===== src/rtl/trigger_frame_scheduler.sv =====
// trigger_frame_scheduler
//   Arbitrates two trigger requesters and serialises each grant into a
//   7-byte frame for an 8b10b encoder:
//     SOF(K27.7) HDR CODE TSH TSL CRC EOF(K29.7)
//   Idle commas (K28.5) are sent between frames.
//   A programmable minimum idle gap separates EOF from the next SOF.
//
// Ports
//   clk, reset        : single clock, synchronous active-high reset
//   ena               : allows a new frame to start (never aborts one)
//   req[1:0]          : per-requester request, held until acked
//   code0/1, ts0/1    : per-requester event code and 16-bit timestamp
//   ack[1:0]          : one-cycle grant pulse, coincident with SOF
//   tx_data, tx_k     : registered byte and K flag to the encoder
//   busy              : high SOF..EOF inclusive
//   frame_done        : one-cycle pulse coincident with EOF
module trigger_frame_scheduler #(
    parameter logic [7:0] POLYNOMIAL = 8'h07,
    parameter int         MIN_IDLE   = 2
) (
    input  logic        clk,
    input  logic        reset,
    input  logic        ena,
    input  logic [1:0]  req,
    input  logic [7:0]  code0,
    input  logic [7:0]  code1,
    input  logic [15:0] ts0,
    input  logic [15:0] ts1,
    output logic [1:0]  ack,
    output logic [7:0]  tx_data,
    output logic        tx_k,
    output logic        busy,
    output logic        frame_done
);

    typedef enum logic [2:0] {
        S_IDLE, S_SOF, S_HDR, S_CODE, S_TSH, S_TSL, S_CRC, S_EOF
    } state_t;

    localparam logic [3:0] GAP_MAX = 4'(MIN_IDLE);

    state_t      state_q, state_d;
    logic [3:0]  seq_q, seq_d;
    logic [3:0]  gap_q, gap_d;
    logic        last_q, last_d;   // index granted most recently
    logic        src_q, src_d;
    logic [7:0]  code_q, code_d;
    logic [15:0] ts_q, ts_d;
    logic [7:0]  crc_q, crc_d;
    logic [1:0]  ack_q, ack_d;
    logic [7:0]  tx_data_q, tx_data_d;
    logic        tx_k_q, tx_k_d;
    logic        busy_q, busy_d;
    logic        done_q, done_d;

    logic        winner;
    logic        gap_ok;
    logic        start;

    // One MSB-first CRC-8 byte update, no reflection.
    function automatic logic [7:0] crc8_step(input logic [7:0] crc, input logic [7:0] data);
        logic [7:0] c;
        c = crc ^ data;
        for (int i = 0; i < 8; i++) begin
            c = c[7] ? ((c << 1) ^ POLYNOMIAL) : (c << 1);
        end
        return c;
    endfunction

    always_comb begin
        state_d   = state_q;
        seq_d     = seq_q;
        gap_d     = gap_q;
        last_d    = last_q;
        src_d     = src_q;
        code_d    = code_q;
        ts_d      = ts_q;
        crc_d     = crc_q;
        ack_d     = 2'b00;
        tx_data_d = 8'h00;
        tx_k_d    = 1'b0;

        // Tie goes to whoever was not granted last; a lone request always wins.
        winner = (req == 2'b11) ? ~last_q : req[1];
        // The current idle cycle counts toward the gap, so a saturated count of
        // MIN_IDLE-1 already permits SOF on the next cycle.
        gap_ok = ({1'b0, gap_q} + 5'd1) >= {1'b0, GAP_MAX};
        start  = (state_q == S_IDLE) && ena && (req != 2'b00) && gap_ok;

        case (state_q)
            S_IDLE: if (start) state_d = S_SOF;
            S_SOF:  state_d = S_HDR;
            S_HDR:  state_d = S_CODE;
            S_CODE: state_d = S_TSH;
            S_TSH:  state_d = S_TSL;
            S_TSL:  state_d = S_CRC;
            S_CRC:  state_d = S_EOF;
            default: state_d = S_IDLE;
        endcase

        if (state_q == S_EOF) begin
            gap_d = 4'd0;
            seq_d = seq_q + 4'd1;
        end else if (state_q == S_IDLE && gap_q < GAP_MAX) begin
            gap_d = gap_q + 4'd1;
        end

        if (start) begin
            src_d  = winner;
            last_d = winner;
            code_d = winner ? code1 : code0;
            ts_d   = winner ? ts1 : ts0;
            ack_d  = winner ? 2'b10 : 2'b01;
        end

        // CRC folds in each payload byte the cycle after it is on the wire.
        if (state_q == S_SOF)
            crc_d = 8'h00;
        else if (state_q inside {S_HDR, S_CODE, S_TSH, S_TSL})
            crc_d = crc8_step(crc_q, tx_data_q);

        // Outputs are registered from the next state so each cycle shows
        // the byte of the state it is in.
        case (state_d)
            S_IDLE: begin tx_data_d = 8'hBC; tx_k_d = 1'b1; end
            S_SOF:  begin tx_data_d = 8'hFB; tx_k_d = 1'b1; end
            S_HDR:  tx_data_d = {3'b000, src_q, seq_q};
            S_CODE: tx_data_d = code_q;
            S_TSH:  tx_data_d = ts_q[15:8];
            S_TSL:  tx_data_d = ts_q[7:0];
            S_CRC:  tx_data_d = crc_d;
            default: begin tx_data_d = 8'hFD; tx_k_d = 1'b1; end
        endcase

        busy_d = (state_d != S_IDLE);
        done_d = (state_d == S_EOF);
    end

    always_ff @(posedge clk) begin
        if (reset) begin
            state_q   <= S_IDLE;
            seq_q     <= 4'd0;
            gap_q     <= GAP_MAX;
            last_q    <= 1'b1;
            src_q     <= 1'b0;
            code_q    <= 8'h00;
            ts_q      <= 16'h0000;
            crc_q     <= 8'h00;
            ack_q     <= 2'b00;
            tx_data_q <= 8'hBC;
            tx_k_q    <= 1'b1;
            busy_q    <= 1'b0;
            done_q    <= 1'b0;
        end else begin
            state_q   <= state_d;
            seq_q     <= seq_d;
            gap_q     <= gap_d;
            last_q    <= last_d;
            src_q     <= src_d;
            code_q    <= code_d;
            ts_q      <= ts_d;
            crc_q     <= crc_d;
            ack_q     <= ack_d;
            tx_data_q <= tx_data_d;
            tx_k_q    <= tx_k_d;
            busy_q    <= busy_d;
            done_q    <= done_d;
        end
    end

    assign ack        = ack_q;
    assign tx_data    = tx_data_q;
    assign tx_k       = tx_k_q;
    assign busy       = busy_q;
    assign frame_done = done_q;

endmodule


===== config.mk =====
export PLATFORM = sky130hd
export DESIGN_NAME = trigger_frame_scheduler
export DESIGN_NICKNAME = d
export VERILOG_FILES = /design/src/rtl/trigger_frame_scheduler.sv
export SDC_FILE = /design/constraint.sdc
export NUM_CORES = 1
export LEC_CHECK = 0
export CAP_MARGIN = 15
export CORE_MARGIN = 4
export CORE_UTILIZATION = 54
export DETAILED_ROUTE_END_ITERATION = 8
export GPL_TIMING_DRIVEN = 0
export PLACE_DENSITY = 0.84
export SLEW_MARGIN = 5
export SYNTH_ARGS = -nofsm -noshare
export SYNTH_HDL_FRONTEND = slang
export SYNTH_SLANG_ARGS = --single-unit

===== constraint.sdc =====
create_clock -name clk -period 7.1 [get_ports clk]
set_input_delay 1.42 -clock clk [delete_from_list [all_inputs] [get_ports clk]]
set_output_delay 1.42 -clock clk [all_outputs]
set_load 0.02 [all_outputs]

### After elaboration in Yosys (flattened, before gate mapping)

Index checks and enable logic that the tools add are counted.

| word-level totals | value |
|---|---|
| bits in registers | 58 |
| output and inout bits | 13 |
| input bits | 53 |
| word-level logic and storage cells | 78 |

| operators by class | value |
|---|---|
| equality and inequality tests | 15 |
| $lt $le $gt $ge | 2 |
| reduce and logical (&&, ||, !) cells | 13 |
| multiplexer cells | 20 |
| add/subtract/negate cells | 3 |
| bitwise gates (word level) | 11 |

Operator list:

| operator | number |
|---|---|
| $pmux 8 s7 | 1 |
| $mux 3 | 9 |
| $eq 3x3->1 const B | 8 |
| $mux 8 | 3 |
| $not 3->3 | 8 |
| $pmux 3 s7 | 1 |
| $mux 16 | 1 |
| $eq 3x2->1 const B | 4 |
| $add 4x1->4 const B | 2 |
| $xor 8x8->8 | 1 |
| $eq 3x1->1 const B | 2 |
| $logic_not 3->1 | 2 |
| $mux 2 | 3 |
| $add 4x1->5 const B | 1 |
| $ge 5x2->1 const B | 1 |
| $reduce_or 5->1 | 1 |
| $logic_and 1x1->1 | 4 |
| $lt 4x2->1 const B | 1 |
| $reduce_bool 2->1 | 2 |
| $reduce_bool 4->1 | 1 |
| $reduce_or 2->1 | 2 |
| $reduce_bool 3->1 | 1 |
| $eq 2x2->1 const B | 1 |
| $mux 1 | 2 |
| $not 1->1 | 2 |

### Logic depth before layout (Yosys ltp)

| logic depth | value |
|---|---|
| depth in word-level cells | 20 |
| mapped depth | 9 |
| mapped depth without buffers | 8 |

### Least setup slack after synthesis

No wires, ideal clock.

| path | value |
|---|---|
| path kind | in2reg |
| start point | input req[1] |
| end point | register tx_data_q[6] (netlist: tx_data[6]) |
| arrival time | 2.549 ns |
| stages | 7 |
| data required time | 6.975 ns |
| path buffers | 1 |
| setup time | 0.125 ns |
| setup slack | 4.426 ns |
| cells stage by stage | nor2_1 > nor3b_2 > o22ai_2 > buf_6 > mux2i_1 > nor2_1 > o41a_1 |

| between the ends | value |
|---|---|
| cells in the longest elaborated chain, start to end | 7 |
| elaborated cells between the ends (all ways) | 13 |
| classes of those cells | eq/ne: 6; mux: 3; reduce/logical: 4 |

Ends and longest elaborated chain:

| element | line | RTL |
|---|---|---|
| start, declared | 24 | `input logic [1:0] req,` |
| $reduce_bool 2->1 (*) | 88 | `start = (state_q == S_IDLE) && ena && (req != 2'b00) && gap_ok;` |
| $logic_and 1x1->1 (*) (2 in a row) | 88 |  |
| $mux 3 (*) | 91 | `S_IDLE: if (start) state_d = S_SOF;` |
| $pmux 3 s7 (*) | 90 | `case (state_q)` |
| $eq 3x3->1, or another cell as far along | 124 | `case (state_d)` |
| $pmux 8 s7 (*) | 124 |  |
| end signal, assigned | 164 | `tx_data_q <= tx_data_d;` |
| end, declared | 51 | `logic [7:0] tx_data_q, tx_data_d;` |

Mark *: on every way between the ends. The rest lies on a longest branch, timed or not.
A chain may end at the register's enable or synchronous reset.

### Worst setup path in the final report

Ends and elaborated chain as after synthesis.

==> flow_summary.toml <==
[floorplan]
core_um2 = 5238
num_rows = 26
die_w_um = 82.36
design.portCount = 66
start_util_pct = 57.00
die_area_um2 = 6782
fp.dieH_um = 82.36

[placed_design]
finalWeightedCongestion = 0.9056
portBuffers = 64
place_hpwl_um = 5502

[critical_path]
path_class = "input pin to register"
start_kind = "input pin"
crit_path_end = "tx_data[6]$_SDFF_PP0_"
end_kind = "register"
cp.required_ns = 7.33
critPathLaunch = "req[1]"
timing.rr.start = "state_q[0]$_SDFF_PP0_"
crit_arrival_ns = 3.30
r2r_setup_slack_ns = 4.51
critPathMaxFanout = 10
worstRegToRegCells = 9
r2r_end = "tx_data[6]$_SDFF_PP0_"

[grt]
grt_pass1_wl_um = 11810
grt_max_degree = 11
grt_pass1_vias = 2531
grtUsageTotal_pct = 23.49
antenna_found_initial = 0
grt_remaining_overflow = 0

[sta]
tightest_slew_ns = 0.6397
min_period_ns = 3.068
rsz0062_at_grt = "false"
hold_viol_final = 0
fmaxAchievable_mhz = 325.9
clock_skew_ns = 0.004832
finalMaxSlewViolations = 0
setup_viol = 0
fin_tns_setup_ns = 0
timing.final.crit_share_pct = 43.21
slew_headroom_pct = 57.06
hold_slack_ns = 0.4744

[cts]
clockRootBuffer = "clkbuf_8"
clock_latency_ns = 0.34
htreeDepth = 3
cts_tree = "built"
clock-sinks = 58
ctsHoldBuffers = 0
numCtsBuffers = 9
cts_resized = 0
post_cts_buffers = 0
clock_path_buffers = 2
clk_pin_slew_worst_paths_ns = 0.06

[finish]
synthToLayoutAreaGrowth_pct = 31.22
layout_common_cells = "clkdlybuf4s50_1, dfxtp_1, nor2_1"
antenna_cells = 0
drive_gt1_share_pct = 9.677
final_common_cell = "clkdlybuf4s50_1"
nNetsFinal = 458

[synth]
synthTopCellsByArea = "dfxtp_1, mux2i_1, nor2_1"
ys_async_sr_fraction_pct = 0
yosysTopAreaCellShare_pct = 38.89
syn-cell-area_um2 = 2985
ys.flop_type = "dfxtp_1"
synth_edf_count = 0
synth-warning-count = 0
avgSynthCellArea_um2 = 9.243
yosysSeqAreaShare_pct = 38.89
synth_top_area_cell = "dfxtp_1"
syn-num-nets = 383
syn-instance-count = 323
ys_seq_elements = 58
synthDistinctLibCells = 50

[power]
leakagePower_nw = 1.519
vdd_drop_max_v = 0.0001947
powerDensity_nw_per_um2 = 406.6

[routing]
dr.pass1.iters = 5
drc = 0
finalWirelength_um = 7315
avgRoutedWirePerCell_um = 15.47
drtAntennaViolNets = 0
drt-initial-drc-count = 176
via_per_inst = 5.524
num_vias = 2613

[status]
run_status = "finished, final reports clean"

[min_path]
hp-class = "register to register"

[run]
drv_cap = 0
[flip-flops by register name (all words and copies together), names as in the netlist]
name / count
code_q: 8
src_q: 1
busy: 1
state_q: 3
ts_q: 16
gap_q: 4
seq_q: 4
tx_k: 1
tx_data: 8
frame_done: 1
crc_q: 8
last_q: 1
ack: 2
[area by class of cell]
| class | count | area [um2] |
|---|---|---|
| timing repair buffer | 64 | 640.6 |
| inverter | 7 | 26.28 |
| multi-input combinational | 236 | 1692 |
| tap | 70 | 87.58 |
| clock buffer | 11 | 151.4 |
| buffer | 22 | 106.4 |
| fill | 399 | 1320 |
| sequential | 58 | 1161 |
| clock inverter | 5 | 52.55 |
[where the power goes]
part	internal [mW]	switching, mW	total [mW]
clock	0.179	0.134	0.313
sequential	0.415	0.0636	0.479
combinational	0.386	0.416	0.801
[worst min path at each step]
stage,start,endpoint,cells past startpoint
detailed placement,last_q$_SDFFE_PP1P_,last_q$_SDFFE_PP1P_,2
finish,code_q[7]$_SDFFE_PP0P_,tx_data[7]$_SDFF_PP1_,2
global placement,code_q[7]$_SDFFE_PP0P_,tx_data[7]$_SDFF_PP1_,2
floorplan,code_q[5]$_SDFFE_PP0P_,tx_data[5]$_SDFF_PP1_,2
global route,last_q$_SDFFE_PP1P_,last_q$_SDFFE_PP1P_,2
CTS,last_q$_SDFFE_PP1P_,last_q$_SDFFE_PP1P_,2
[stage by stage]
step           worst slack, ns  total power, mW  utilization [%]  instance area [um2]  instances
2_1_floorplan            4.426            1.074                -                 2985        323
3_3_place_gp             3.725            1.257            70.90                 3714        457
3_5_place_dp             3.704            1.276            70.90                 3714        457
4_1_cts                  4.022            1.591            74.80                 3918        473
5_1_grt                  3.910            1.689            74.80                 3918        473
6_report                 4.032            1.593            74.80                 3918        473
[worst max-delay path, stage by stage]
cell             delay (ns)
clkdlybuf4s50_1        0.45
nor2_1                 0.20
nor3b_2                0.09
o22ai_2                0.24
buf_6                  0.19
mux2i_1                0.24
nor2_1                 0.07
o41a_1                 0.39
[per-layer routing]
layer,wire length [um],track usage [%],vias to the layer above
met5,0,0,-
met4,182,11.46,0
met3,545,4.881,18
met2,3583,40.46,117
met1,3004,27.55,1191
li1,-,-,1287
[cell usage after synthesis (3+ instances only)]
cell type / number
nor3_1: 5
buf_2: 10
ha_1: 7
inv_1: 7
dfxtp_1: 58
o21ai_1: 4
xnor3_1: 3
xor2_1: 12
a211oi_1: 27
nor2_1: 57
and2_1: 3
clkbuf_1: 8
xnor2_1: 16
nand2_1: 13
a22oi_1: 4
a21oi_1: 7
and3_1: 3
o21ai_0: 6
mux2i_1: 30
nor3b_1: 3
[cell families after synthesis]
| logic type | count (synthesis) | synth area share (%) |
|---|---|---|
| and+or+nand+nor | 100 | 15.97 |
| AOI/OAI and AO/OA | 63 | 15.17 |
| DFF | 58 | 38.89 |
| muxes | 34 | 11.57 |
| xor gates and xnor gates | 32 | 11.02 |
| buffers and inverters | 29 | 4.443 |
| adders and majority gates | 7 | 2.934 |
(Power assumes the default switching activity.)
